### src/rtl/mux_pack_pkg.sv
// rtl/mux_pack_pkg.sv - shared constants, state type and lane helper for the mux consumer stages
//
// Purpose: default lane geometry for the mux result packer, the packer FSM
//          state type, and the lane bit-offset helper.
// Ports:   none (package).
package mux_pack_pkg;

  localparam int DATA_W_DEF = 3;
  localparam int LANES_DEF  = 4;

  typedef enum logic [0:0] {
    COLLECT = 1'b0,
    HOLD    = 1'b1
  } state_t;

  // Bit offset of lane k inside a packed word of w-bit lanes.
  function automatic int lane_slice(input int k, input int w = DATA_W_DEF);
    return k * w;
  endfunction

endpackage

### src/rtl/mux_result_packer_if.sv
// rtl/mux_result_packer_if.sv - input/output handshake bundle of the mux result packer
//
// Purpose: groups the tagged input stream, the flush request, the packed output
//          stream and the duplicate-lane error pulse.
// Ports:   master modport - the producer/sink side (drives in_*, flush, out_ready).
//          slave modport  - the packer (drives in_ready, out_*, err_dup).
interface mux_result_packer_if
  import mux_pack_pkg::*;
#(
  parameter int DATA_W = DATA_W_DEF,
  parameter int LANES  = LANES_DEF
);

  localparam int SEL_W = $clog2(LANES);

  logic                      in_valid;
  logic                      in_ready;
  logic [DATA_W-1:0]         in_data;
  logic [SEL_W-1:0]          in_sel;
  logic                      flush;
  logic                      out_valid;
  logic                      out_ready;
  logic [DATA_W*LANES-1:0]   out_data;
  logic [LANES-1:0]          out_mask;
  logic                      err_dup;

  modport master (
    output in_valid, in_data, in_sel, flush, out_ready,
    input  in_ready, out_valid, out_data, out_mask, err_dup
  );

  modport slave (
    input  in_valid, in_data, in_sel, flush, out_ready,
    output in_ready, out_valid, out_data, out_mask, err_dup
  );

endinterface

### src/rtl/mux_pack_out_reg.sv
// rtl/mux_pack_out_reg.sv - valid/ready output register with load, hold and clear
//
// Purpose: one-entry output stage. A load captures the payload and raises valid;
//          the payload holds while valid & ~ready; acceptance clears valid unless
//          a new load lands on the same edge.
// Ports:   clk, rst      - clock, synchronous active-high reset
//          load          - capture load_payload (only while free)
//          load_payload  - payload to capture
//          ready         - downstream accepts the current payload
//          valid/payload - registered output
//          free          - register is empty or is being emptied this cycle
module mux_pack_out_reg
  import mux_pack_pkg::*;
#(
  parameter int W = DATA_W_DEF * LANES_DEF + LANES_DEF
) (
  input  logic         clk,
  input  logic         rst,
  input  logic         load,
  input  logic [W-1:0] load_payload,
  input  logic         ready,
  output logic         valid,
  output logic [W-1:0] payload,
  output logic         free
);

  assign free = !valid || ready;

  always_ff @(posedge clk) begin
    if (rst) begin
      valid   <= 1'b0;
      payload <= '0;
    end else if (load) begin
      valid   <= 1'b1;
      payload <= load_payload;
    end else if (ready) begin
      valid   <= 1'b0;
    end
  end

endmodule

### src/rtl/mux_result_packer.sv
// rtl/mux_result_packer.sv - packs tag-addressed mux results into one word per lane sweep
//
// Purpose: collects DATA_W-bit results into the lane named by their tag and emits
//          the packed word (with lane mask) once all lanes are filled or a flush
//          arrives with at least one lane written.
// Ports:   clk, rst - clock, synchronous active-high reset
//          bus      - slave side of mux_result_packer_if (input stream, flush,
//                     packed output stream, err_dup pulse)
module mux_result_packer
  import mux_pack_pkg::*;
#(
  parameter int DATA_W = DATA_W_DEF,
  parameter int LANES  = LANES_DEF
) (
  input  logic clk,
  input  logic rst,
  mux_result_packer_if.slave bus
);

  localparam int WORD_W = DATA_W * LANES;

  state_t              state, state_nxt;
  logic [WORD_W-1:0]   asm_data, asm_data_nxt;
  logic [LANES-1:0]    asm_mask, asm_mask_nxt;
  logic                err_dup_q, err_dup_nxt;

  logic                xfer;
  logic [WORD_W-1:0]   wr_data;
  logic [LANES-1:0]    wr_mask;
  logic                complete;

  logic                load;
  logic [WORD_W-1:0]   load_data;
  logic [LANES-1:0]    load_mask;
  logic                out_free;
  logic                out_valid_w;
  logic [WORD_W+LANES-1:0] out_payload;

  // Assembly as it would look after this cycle's transfer; flush uses this view
  // so a lane arriving together with flush is part of the emitted word.
  always_comb begin
    xfer    = bus.in_valid && (state == COLLECT);
    wr_data = asm_data;
    wr_mask = asm_mask;
    if (xfer) begin
      wr_data[lane_slice(int'(bus.in_sel), DATA_W) +: DATA_W] = bus.in_data;
      wr_mask[bus.in_sel] = 1'b1;
    end
    complete = (state == COLLECT) && ((xfer && (&wr_mask)) || (bus.flush && (|wr_mask)));
  end

  always_comb begin
    state_nxt    = state;
    asm_data_nxt = asm_data;
    asm_mask_nxt = asm_mask;
    load         = 1'b0;
    load_data    = asm_data;
    load_mask    = asm_mask;
    err_dup_nxt  = 1'b0;
    case (state)
      COLLECT: begin
        err_dup_nxt  = xfer && asm_mask[bus.in_sel];
        asm_data_nxt = wr_data;
        asm_mask_nxt = wr_mask;
        if (complete) begin
          if (out_free) begin
            // Hand-off straight into the output register; stay collecting.
            load         = 1'b1;
            load_data    = wr_data;
            load_mask    = wr_mask;
            asm_data_nxt = '0;
            asm_mask_nxt = '0;
          end else begin
            state_nxt = HOLD;
          end
        end
      end
      HOLD: begin
        if (out_free) begin
          load         = 1'b1;
          asm_data_nxt = '0;
          asm_mask_nxt = '0;
          state_nxt    = COLLECT;
        end
      end
    endcase
  end

  always_ff @(posedge clk) begin
    if (rst) begin
      state     <= COLLECT;
      asm_data  <= '0;
      asm_mask  <= '0;
      err_dup_q <= 1'b0;
    end else begin
      state     <= state_nxt;
      asm_data  <= asm_data_nxt;
      asm_mask  <= asm_mask_nxt;
      err_dup_q <= err_dup_nxt;
    end
  end

  mux_pack_out_reg #(
    .W(WORD_W + LANES)
  ) u_out_reg (
    .clk          (clk),
    .rst          (rst),
    .load         (load),
    .load_payload ({load_mask, load_data}),
    .ready        (bus.out_ready),
    .valid        (out_valid_w),
    .payload      (out_payload),
    .free         (out_free)
  );

  assign bus.in_ready  = (state != HOLD);
  assign bus.out_valid = out_valid_w;
  assign bus.out_data  = out_payload[WORD_W-1:0];
  assign bus.out_mask  = out_payload[WORD_W+LANES-1:WORD_W];
  assign bus.err_dup   = err_dup_q;

endmodule

### src/flat_wrapper.sv
// flat-port wrapper written by rule: the top's interface ports become plain ports
module mux_result_packer_flat import mux_pack_pkg::*;
#(
  parameter int DATA_W = DATA_W_DEF,
  parameter int LANES  = LANES_DEF
)
  (clk, rst, bus_in_valid, bus_in_data, bus_in_sel, bus_flush, bus_out_ready, bus_in_ready, bus_out_valid, bus_out_data, bus_out_mask, bus_err_dup);
  mux_result_packer_if #(.DATA_W(DATA_W), .LANES(LANES)) bus_i ();
  input  logic clk;
  input  logic rst;
  input wire logic [$bits(bus_i.in_valid)-1:0] bus_in_valid;
  input wire logic [$bits(bus_i.in_data)-1:0] bus_in_data;
  input wire logic [$bits(bus_i.in_sel)-1:0] bus_in_sel;
  input wire logic [$bits(bus_i.flush)-1:0] bus_flush;
  input wire logic [$bits(bus_i.out_ready)-1:0] bus_out_ready;
  output wire logic [$bits(bus_i.in_ready)-1:0] bus_in_ready;
  output wire logic [$bits(bus_i.out_valid)-1:0] bus_out_valid;
  output wire logic [$bits(bus_i.out_data)-1:0] bus_out_data;
  output wire logic [$bits(bus_i.out_mask)-1:0] bus_out_mask;
  output wire logic [$bits(bus_i.err_dup)-1:0] bus_err_dup;
  assign bus_i.in_valid = bus_in_valid;
  assign bus_i.in_data = bus_in_data;
  assign bus_i.in_sel = bus_in_sel;
  assign bus_i.flush = bus_flush;
  assign bus_i.out_ready = bus_out_ready;
  assign bus_in_ready = bus_i.in_ready;
  assign bus_out_valid = bus_i.out_valid;
  assign bus_out_data = bus_i.out_data;
  assign bus_out_mask = bus_i.out_mask;
  assign bus_err_dup = bus_i.err_dup;
  mux_result_packer #(.DATA_W(DATA_W), .LANES(LANES)) u_core (.clk(clk), .rst(rst), .bus(bus_i));
endmodule
### config.mk
export PLATFORM = sky130hd
export DESIGN_NAME = mux_result_packer_flat
export DESIGN_NICKNAME = d
export VERILOG_FILES = /design/src/rtl/mux_pack_pkg.sv /design/src/rtl/mux_result_packer_if.sv /design/src/rtl/mux_pack_out_reg.sv /design/src/rtl/mux_result_packer.sv /design/src/flat_wrapper.sv
export SDC_FILE = /design/constraint.sdc
export NUM_CORES = 1
export LEC_CHECK = 0
export BUFFER_PORTS_ARGS = -buffer_cell sky130_fd_sc_hd__clkbuf_2
export CELL_PAD_IN_SITES_DETAIL_PLACEMENT = 1
export CELL_PAD_IN_SITES_GLOBAL_PLACEMENT = 2
export CORE_ASPECT_RATIO = 1.2
export CORE_MARGIN = 4
export CORE_UTILIZATION = 34
export DETAILED_ROUTE_END_ITERATION = 8
export PLACE_DENSITY_LB_ADDON = 0.1
export SYNTH_ARGS = -nofsm -noshare
export SYNTH_HDL_FRONTEND = slang
export SYNTH_SLANG_ARGS = --single-unit
### constraint.sdc
create_clock -name clk -period 3 [get_ports clk]
set_input_delay 0.3 -clock clk [delete_from_list [all_inputs] [get_ports clk]]
set_output_delay 0.3 -clock clk [all_outputs]
set_load 0.01 [all_outputs]
Word level (Yosys, flattened, before mapping) --
Cells that the tools add are included. W data, S select, Z words.
Word-level totals: register bits 35, output and inout port bits 19, word-level logic and storage cells 57, input bits 10
Operators by class: muxes and demuxes 29, add/sub/neg operators 1, reductions and logical operators 13, magnitude comparators 2, equal/unequal tests 1, shift-type cells 2, $mul 1, bitwise gates (word level) 2
Operator list (number):
- $mux W12 | 7
- $neg A32 Y33 | 1
- $shift A3 B33 Y12 const A | 1
- $shiftx A3 B33 Y12 | 1
- $mux W4 | 7
- $pmux W12 S2 | 1
- $bwmux W12 | 1
- $mux W1 | 8
- $pmux W4 S2 | 1
- $logic_and A1 B1 Y1 | 6
- $mul A2 B2 Y4 const B | 1
- $or A4 B4 Y4 | 1
- $pmux W1 S2 | 2
- $reduce_and A4 Y1 | 1
- $reduce_or A4 Y1 | 1
- $lt A2 B3 Y1 const B | 1
- $bmux W1 S2 | 1
- $demux W1 S2 | 1
- $ge A2 B1 Y1 const B | 1
- $logic_or A1 B1 Y1 | 2
- $ne A2 B2 Y1 const B | 1
- $reduce_bool A2 Y1 | 1
- $reduce_or A2 Y1 | 1
- $logic_not A1 Y1 | 1
- $not A1 Y1 | 1

Logic depth before layout (Yosys ltp) --
Gate-level depths: netlist (run 1).
word-level depth 13, mapped depth 10, gate-level depth less buffers 7

Cells and area by module --
Synthesis (run 1) repeated with hierarchy kept, for this count alone.
Unflattened totals: cells, all modules 210, area total of the unflattened synthesis 1798.0 sq um
By module, submodules not included:
- mux_result_packer | cells each 154, instances 1, sequential area each 360.3 sq um, area each 1181.1 sq um
- mux_pack_out_reg | cells each 56, instances 1, sequential area each 340.3 sq um, area each 616.8 sq um

Worst setup path before layout (run 1) --
No wires, ideal clock.
kind input to register, start point input bus_in_sel[0], end point register u_core.u_out_reg.payload[6], buffers on the path 3, data required time 2.869 ns, stages 10, slack 0.730 ns, data arrival time 2.139 ns, setup time 0.131 ns, cell sequence buf_2 > inv_1 > ha_1 > nor4_1 > o31ai_2 > or2_1 > buf_6 > buf_6 > o311ai_0 > a31oi_1
On the way: cells in the longest elaborated chain, start to end 12, elaborated cells on any way between the ends 24, those cells by class add/sub (1); mul (1); order compare (2); shift (2); mux (10); bitwise (1); reduce/logical (7)
Ends and longest elaborated chain:
- start, declared | line flat_wrapper.sv:13 | input wire logic [$bits(bus_i.in_sel)-1:0] bus_in_sel;
- branches (longest 12 deep; another with $neg A32 Y33)
- end signal, assigned | line mux_pack_out_reg.sv:35 | payload <= load_payload;
- end, declared | line mux_pack_out_reg.sv:23 | output logic [W-1:0] payload,
Several ways; the timed one is not identified. A chain may end at the register's enable or synchronous reset.

Final worst setup path (run 1) --
start point input bus_in_sel[1], end point register u_core.u_out_reg.payload[11]
The elaborated chain is that of the path after synthesis.

==> out/results.ini, run 1 <==
[floorplanning]
core_area_um2=5300
dieArea_um2=6690
die_h_um=88.8
die_x_um=75.3
io_pins=29
placementRows=29
start_util=0.349

[critical_path]
cp.arrival_ns=2.58
critPathMaxFanout=16
r2r-start=u_core.state
cp_top_family=compound AO/OA/AOI/OAI gates
path_cells=clkbuf_2 -> inv_1 -> ha_1 -> nor4_1 -> o31ai_2 -> or2_1 -> buf_4 -> nor3_1 -> a2111oi_2
worst-path-buf-inv=3
worstSetupStartpoint=bus_in_sel[1]
crit_cells=9
worstRegToRegCells=6
worstSetupPathType=in2reg
startpoint_type=primary input
worstSetupEndpointType=flip-flop
max_stage_delay_ns=0.43
r2r_slack_ns=0.85
reg2reg_to=u_core.u_out_reg.payload[11]
cp.required_ns=3.19
crit_slowest_cell=o31ai_2
cp-endpoint=u_core.u_out_reg.payload[11]

[logic_synthesis]
yosys_register_bits=35
netlist_area_um2=1850
synth_cells=197
synth_fa_ha_area_frac=0.0541
synth_xor_area_frac=0
synth-compound-area-share=0.322
synth_top_family_by_area=compound AO/OA/AOI/OAI gates
async_flop_share=0
synth_fp_nets=215
synth_cell_types=49
synth_flop_cell=dfxtp_1
ys_warn_count=0
synth_edf_count=0
synth_seq_area_share=0.379
syn_avg_cell_area_um2=9.39
synthMuxAreaShare=0.0325
yosys.area_share.simple=0.160

[drt]
drt_iter0_drc=90
vias=1747
wl_met2_um=2930
viasPerCell=6.09
ant_nets=0
wl_met1_um=2550
drc=0
wl_per_cell_um=20.2
topRoutingLayerUsed=met4
dr.pass1.iters=4
wl_um=5800
met3WireLength_um=210

[timing]
slew_violations=0
worst_pin_slew_ns=0.745
timing_hold_violations_final=0
fin_crit_ns=2.39
period_share=0.796
setup_violations=0
max_freq_ghz=0.419
setup_tns_ns=0
grt_setup_unrepaired=no
finClkSkew_ns=0.00635
max-slew-margin-rel=0.500

[global_route]
grt_pass1_wl_um=9380
grt_usage=0.186
grt.overflow.total=0
grt_max_degree=21
antenna_found_initial=0
grt_pass1_vias=1894

[placement]
place_inst=280
place.gp.congestion=0.822
port_buffers=28
dp_hpwl_um=4150

[layout]
layout-drive-gt1-share=0.222
diodes=0
fin_cells=287
nNetsFinal=243
final_common_cell=dfxtp_1
most-common-layout-cells=dfxtp_1 (35), clkbuf_2 (28), nor2_1 (14)
area_growth_pct=15.3

[power_and_ir_drop]
power.total_mw=1.11
cellLeakagePower_nw=0.812
powerDensity_nw_per_um2=518
ir_drop_mv=0.224

[flow_run]
cap_viol_max_count=0

[clock_tree]
hold_buffers=0
clockBufferDepth=2
postCtsResizedCells=0
cts_tree=yes
clk_latency_ns=0.29
cts_root_buffer=clkbuf_8
cts_inserted_buffers=5
cts.sinks=35
cts_max_level=2
clk_pin_slew_ns=0.08
cts_post_setup_buffers_inserted=0

[min_path]
min_path_type=in2reg
hold_depth=3

[status]
outcome=complete, no violations

==> state kept, by name, summed over array words and instances, names as in the netlist <==
| signal | cells |
|---|---|
| u_core.asm_data | 12 |
| u_core.asm_mask | 4 |
| u_core.bus.err_dup | 1 |
| u_core.state | 1 |
| u_core.u_out_reg.payload | 16 |
| u_core.u_out_reg.valid | 1 |
==> per-layer routing <==
layer,up-vias,global-route usage
met5,-,0
li1,824,-
met3,10,0.0352
met4,0,0.0779
met1,875,0.225
met2,38,0.318
==> Yosys cell counts (3+ instances only) <==
| cell type | instances | share of area |
|---|---|---|
| dfxtp_1 | 35 | 0.38 |
| nor2_1 | 14 | 0.028 |
| nand2_1 | 11 | 0.022 |
| a211oi_1 | 8 | 0.032 |
| ha_1 | 8 | 0.054 |
| nor3_1 | 8 | 0.022 |
| o21ai_0 | 8 | 0.022 |
| clkbuf_1 | 7 | 0.014 |
| a31oi_1 | 6 | 0.020 |
| a32o_1 | 6 | 0.032 |
| mux2i_1 | 6 | 0.032 |
| o22ai_1 | 6 | 0.020 |
| inv_1 | 5 | 0.010 |
| a2111oi_2 | 4 | 0.032 |
| a21oi_1 | 4 | 0.011 |
| a221oi_1 | 4 | 0.019 |
| nor2b_1 | 4 | 0.014 |
| or3_1 | 4 | 0.014 |
| buf_2 | 3 | 0.0081 |
| nand3b_1 | 3 | 0.012 |
| nor4bb_1 | 3 | 0.016 |
| o21ai_1 | 3 | 0.0081 |
==> worst min-delay path: stages <==
cell	delay, ns
clkbuf_2	0.12
nand3_1	0.07
o21ai_0	0.07
==> cell type report <==
cell class / count / area, um2
inverters: 6 / 22.5
repair buffers: 35 / 193
well taps: 62 / 77.6
clock buffers: 6 / 82.6
clock inverters: 1 / 5.00
fillers: 644 / 3160
flip-flops and latches: 35 / 701
multi-input cells: 142 / 1050
==> how the worst min path moves through the flow <==
stage                                        to  slack [ns]                         from
global route                 u_core.asm_data[1]        0.35               bus_in_data[1]
detailed placement  u_core.u_out_reg.payload[2]        0.46  u_core.u_out_reg.payload[2]
finish                       u_core.asm_data[1]        0.31               bus_in_data[1]
floorplan                    u_core.bus.err_dup        0.42                bus_in_sel[1]
global placement    u_core.u_out_reg.payload[1]        0.45  u_core.u_out_reg.payload[1]
CTS                          u_core.asm_data[1]        0.30               bus_in_data[1]
==> per-stage QoR <==
| step | area (um2) | hold WS [ns] | setup WS (ns) | utilization |
|---|---|---|---|---|
| after floorplan | 1850 | 0.420 | 0.730 | - |
| after global placement | 2050 | 0.449 | 0.453 | 0.386 |
| after detailed placement | 2050 | 0.457 | 0.314 | 0.386 |
| after CTS | 2130 | 0.305 | 0.605 | 0.403 |
| after global routing | 2130 | 0.347 | 0.365 | 0.403 |
| final | 2130 | 0.308 | 0.613 | 0.403 |
==> where the power goes <==
group	internal (mW)	leakage [nW]	switching (mW)	total, mW
Clock	0.180	0.0470	0.174	0.354
Combinational	0.0912	0.480	0.144	0.235
Sequential	0.494	0.285	0.0218	0.516
==> cells by family after synthesis <==
logic type | after synthesis
AO/OA/AOI/OAI | 72
AND/OR/NAND/NOR | 56
flip-flops | 35
buffers and inverters | 20
adder cells (fa/ha/maj) | 8
multiplexers | 6
Power figures use the tool's default switching activity.
==> run 2: changes to the inputs <==
- CORE_UTILIZATION: 34 -> 31
- clock period: 3 -> 2 ns (I/O delays scaled with it)
==> out/results.ini, run 2 (same netlist as run 1, synthesis figures left out) <==
[critical_path]
crit_cells=5
worstSetupEndpointType=flip-flop
worstSetupPathType=reg2reg
reg2reg_to=u_core.asm_data[0]
crit_slowest_cell=o41ai_2
worst-path-buf-inv=0
r2r-start=u_core.asm_mask[3]
max_stage_delay_ns=0.41
path_cells=o41ai_2 -> o31ai_2 -> or2_1 -> a211o_1 -> o22ai_2
cp.arrival_ns=2.11
cp-endpoint=u_core.asm_data[0]
r2r_slack_ns=0.10
worstSetupStartpoint=u_core.asm_mask[3]
cp_top_family=compound AO/OA/AOI/OAI gates
critPathMaxFanout=5
startpoint_type=flip-flop
cp.required_ns=2.21
worstRegToRegCells=5

[layout]
diodes=0
nNetsFinal=271
layout-drive-gt1-share=0.324
most-common-layout-cells=buf_4 (35), dfxtp_1 (35), clkbuf_2 (28)
regMostFlops=u_core.u_out_reg.payload
fillers=692
fin_cells=333
area_growth_pct=29.1
largest_registers=u_core.u_out_reg.payload: 16 flops, u_core.asm_data: 12 flops, u_core.asm_mask: 4 flops
fin_area_um2=2390
largest_reg_flops=16

[drt]
dr.pass1.iters=4
wl_per_cell_um=17.5
viasPerCell=5.38
vias=1793
ant_nets=0
drt_iter0_drc=62
drc=0
wl_um=5830

[placement]
dpl_cell_area_um2=2300
post-place-ws_ns=-0.139
place.gp.congestion=0.851
port_buffers=28
dp_hpwl_um=4550
place_inst=326

[min_path]
min_path_type=in2reg
hp-start=bus_in_data[1]

[power_and_ir_drop]
seqPwrFrac=0.453
power.total_mw=1.70
power_frac_comb=0.240
p_sw_mw=0.512
cellLeakagePower_nw=0.953
powerDensity_nw_per_um2=713
p_clk_frac=0.307
p_int_mw=1.19
swShare=0.301
ir_drop_mv=0.297

[global_route]
grt_usage=0.169
grt_pass1_wl_um=9630
antenna_found_initial=0
grt.overflow.total=0
grt_pass1_vias=1906
grt_max_degree=21

[floorplanning]
placementRows=30
start_util=0.322
io_pins=29
dieArea_um2=7270
die_x_um=78.5
die_h_um=92.6
core_area_um2=5740

[timing]
setup_violations=0
setup_tns_ns=0
grt_setup_unrepaired=no
max-slew-margin-rel=0.616
finClkSkew_ns=0.00301
worst_pin_slew_ns=0.576
slew_violations=0
period_share=0.948
timing_hold_violations_final=0
max_freq_ghz=0.528
setup_ws_ns=0.104
fin_crit_ns=1.90

[clock_tree]
clk_pin_slew_ns=0.07
cts_inserted_buffers=5
clk_latency_ns=0.28
cts_post_setup_buffers_inserted=0
cts_root_buffer=clkbuf_8
cts_max_level=2
hold_buffers=0
clockBufferDepth=2
cts_tree=yes
cts.sinks=35

[status]
outcome=complete, no violations

[flow_run]
cap_viol_max_count=0

## run 2: how the worst min path moves through the flow
| stage | slack [ns] | endpoint | cells past startpoint |
|---|---|---|---|
| 4_1_cts | 0.19 | u_core.asm_data[1] | 3 |
| 2_1_floorplan | 0.32 | u_core.bus.err_dup | 1 |
| 3_3_place_gp | 0.45 | u_core.u_out_reg.payload[0] | 1 |
| 6_report | 0.18 | u_core.asm_data[1] | 3 |
| 3_5_place_dp | 0.45 | u_core.u_out_reg.payload[1] | 2 |
| 5_1_grt | 0.21 | u_core.asm_data[1] | 3 |
## run 2: timing repair
| action | in CTS | in global routing |
|---|---|---|
| resized for setup | 0 | 3 |
| endpoints found under the setup margin | 0 | 3 |
| hold endpoints to repair | 0 | 0 |
## run 2: layout make-up
| class | count | area (um2) | area share |
|---|---|---|---|
| multi-input combinational | 142 | 1080 | 0.450 |
| tap | 80 | 100 | 0.0419 |
| clock buffer | 6 | 82.6 | 0.0346 |
| inverter | 6 | 22.5 | 0.00942 |
| sequential | 35 | 701 | 0.293 |
| clock inverter | 1 | 5.00 | 0.00209 |
| timing repair buffer | 63 | 403 | 0.169 |
## run 2: power by group through the flow
| stage | Sequential [mW] | Clock (mW) | Combinational, mW |
|---|---|---|---|
| global placement | 0.784 | 0 | 0.399 |
| finish | 0.771 | 0.523 | 0.409 |
| global route | 0.777 | 0.572 | 0.449 |
| floorplan | 0.802 | 0 | 0.233 |
| detailed placement | 0.787 | 0 | 0.410 |
| CTS | 0.771 | 0.543 | 0.412 |
## run 2: stage by stage
| step | util | hold slack [ns] |
|---|---|---|
| after global routing | 0.416 | 0.206 |
| after global placement | 0.400 | 0.448 |
| after CTS | 0.415 | 0.188 |
| after floorplan | - | 0.320 |
| after detailed placement | 0.400 | 0.449 |
| final | 0.416 | 0.183 |
## run 2: tightest hold or removal path, delay by kind of cell
kind                   cells  cell delay [ns]
buffers and inverters      1             0.11
AND/OR/NAND/NOR            1             0.06
AO/OA/AOI/OAI              1             0.06
## run 2: routing by layer
metal	routed length (um)	track usage
met1	2550	0.194
met2	2990	0.303
met3	152	0.0340
met4	138	0.0656
met5	0	0
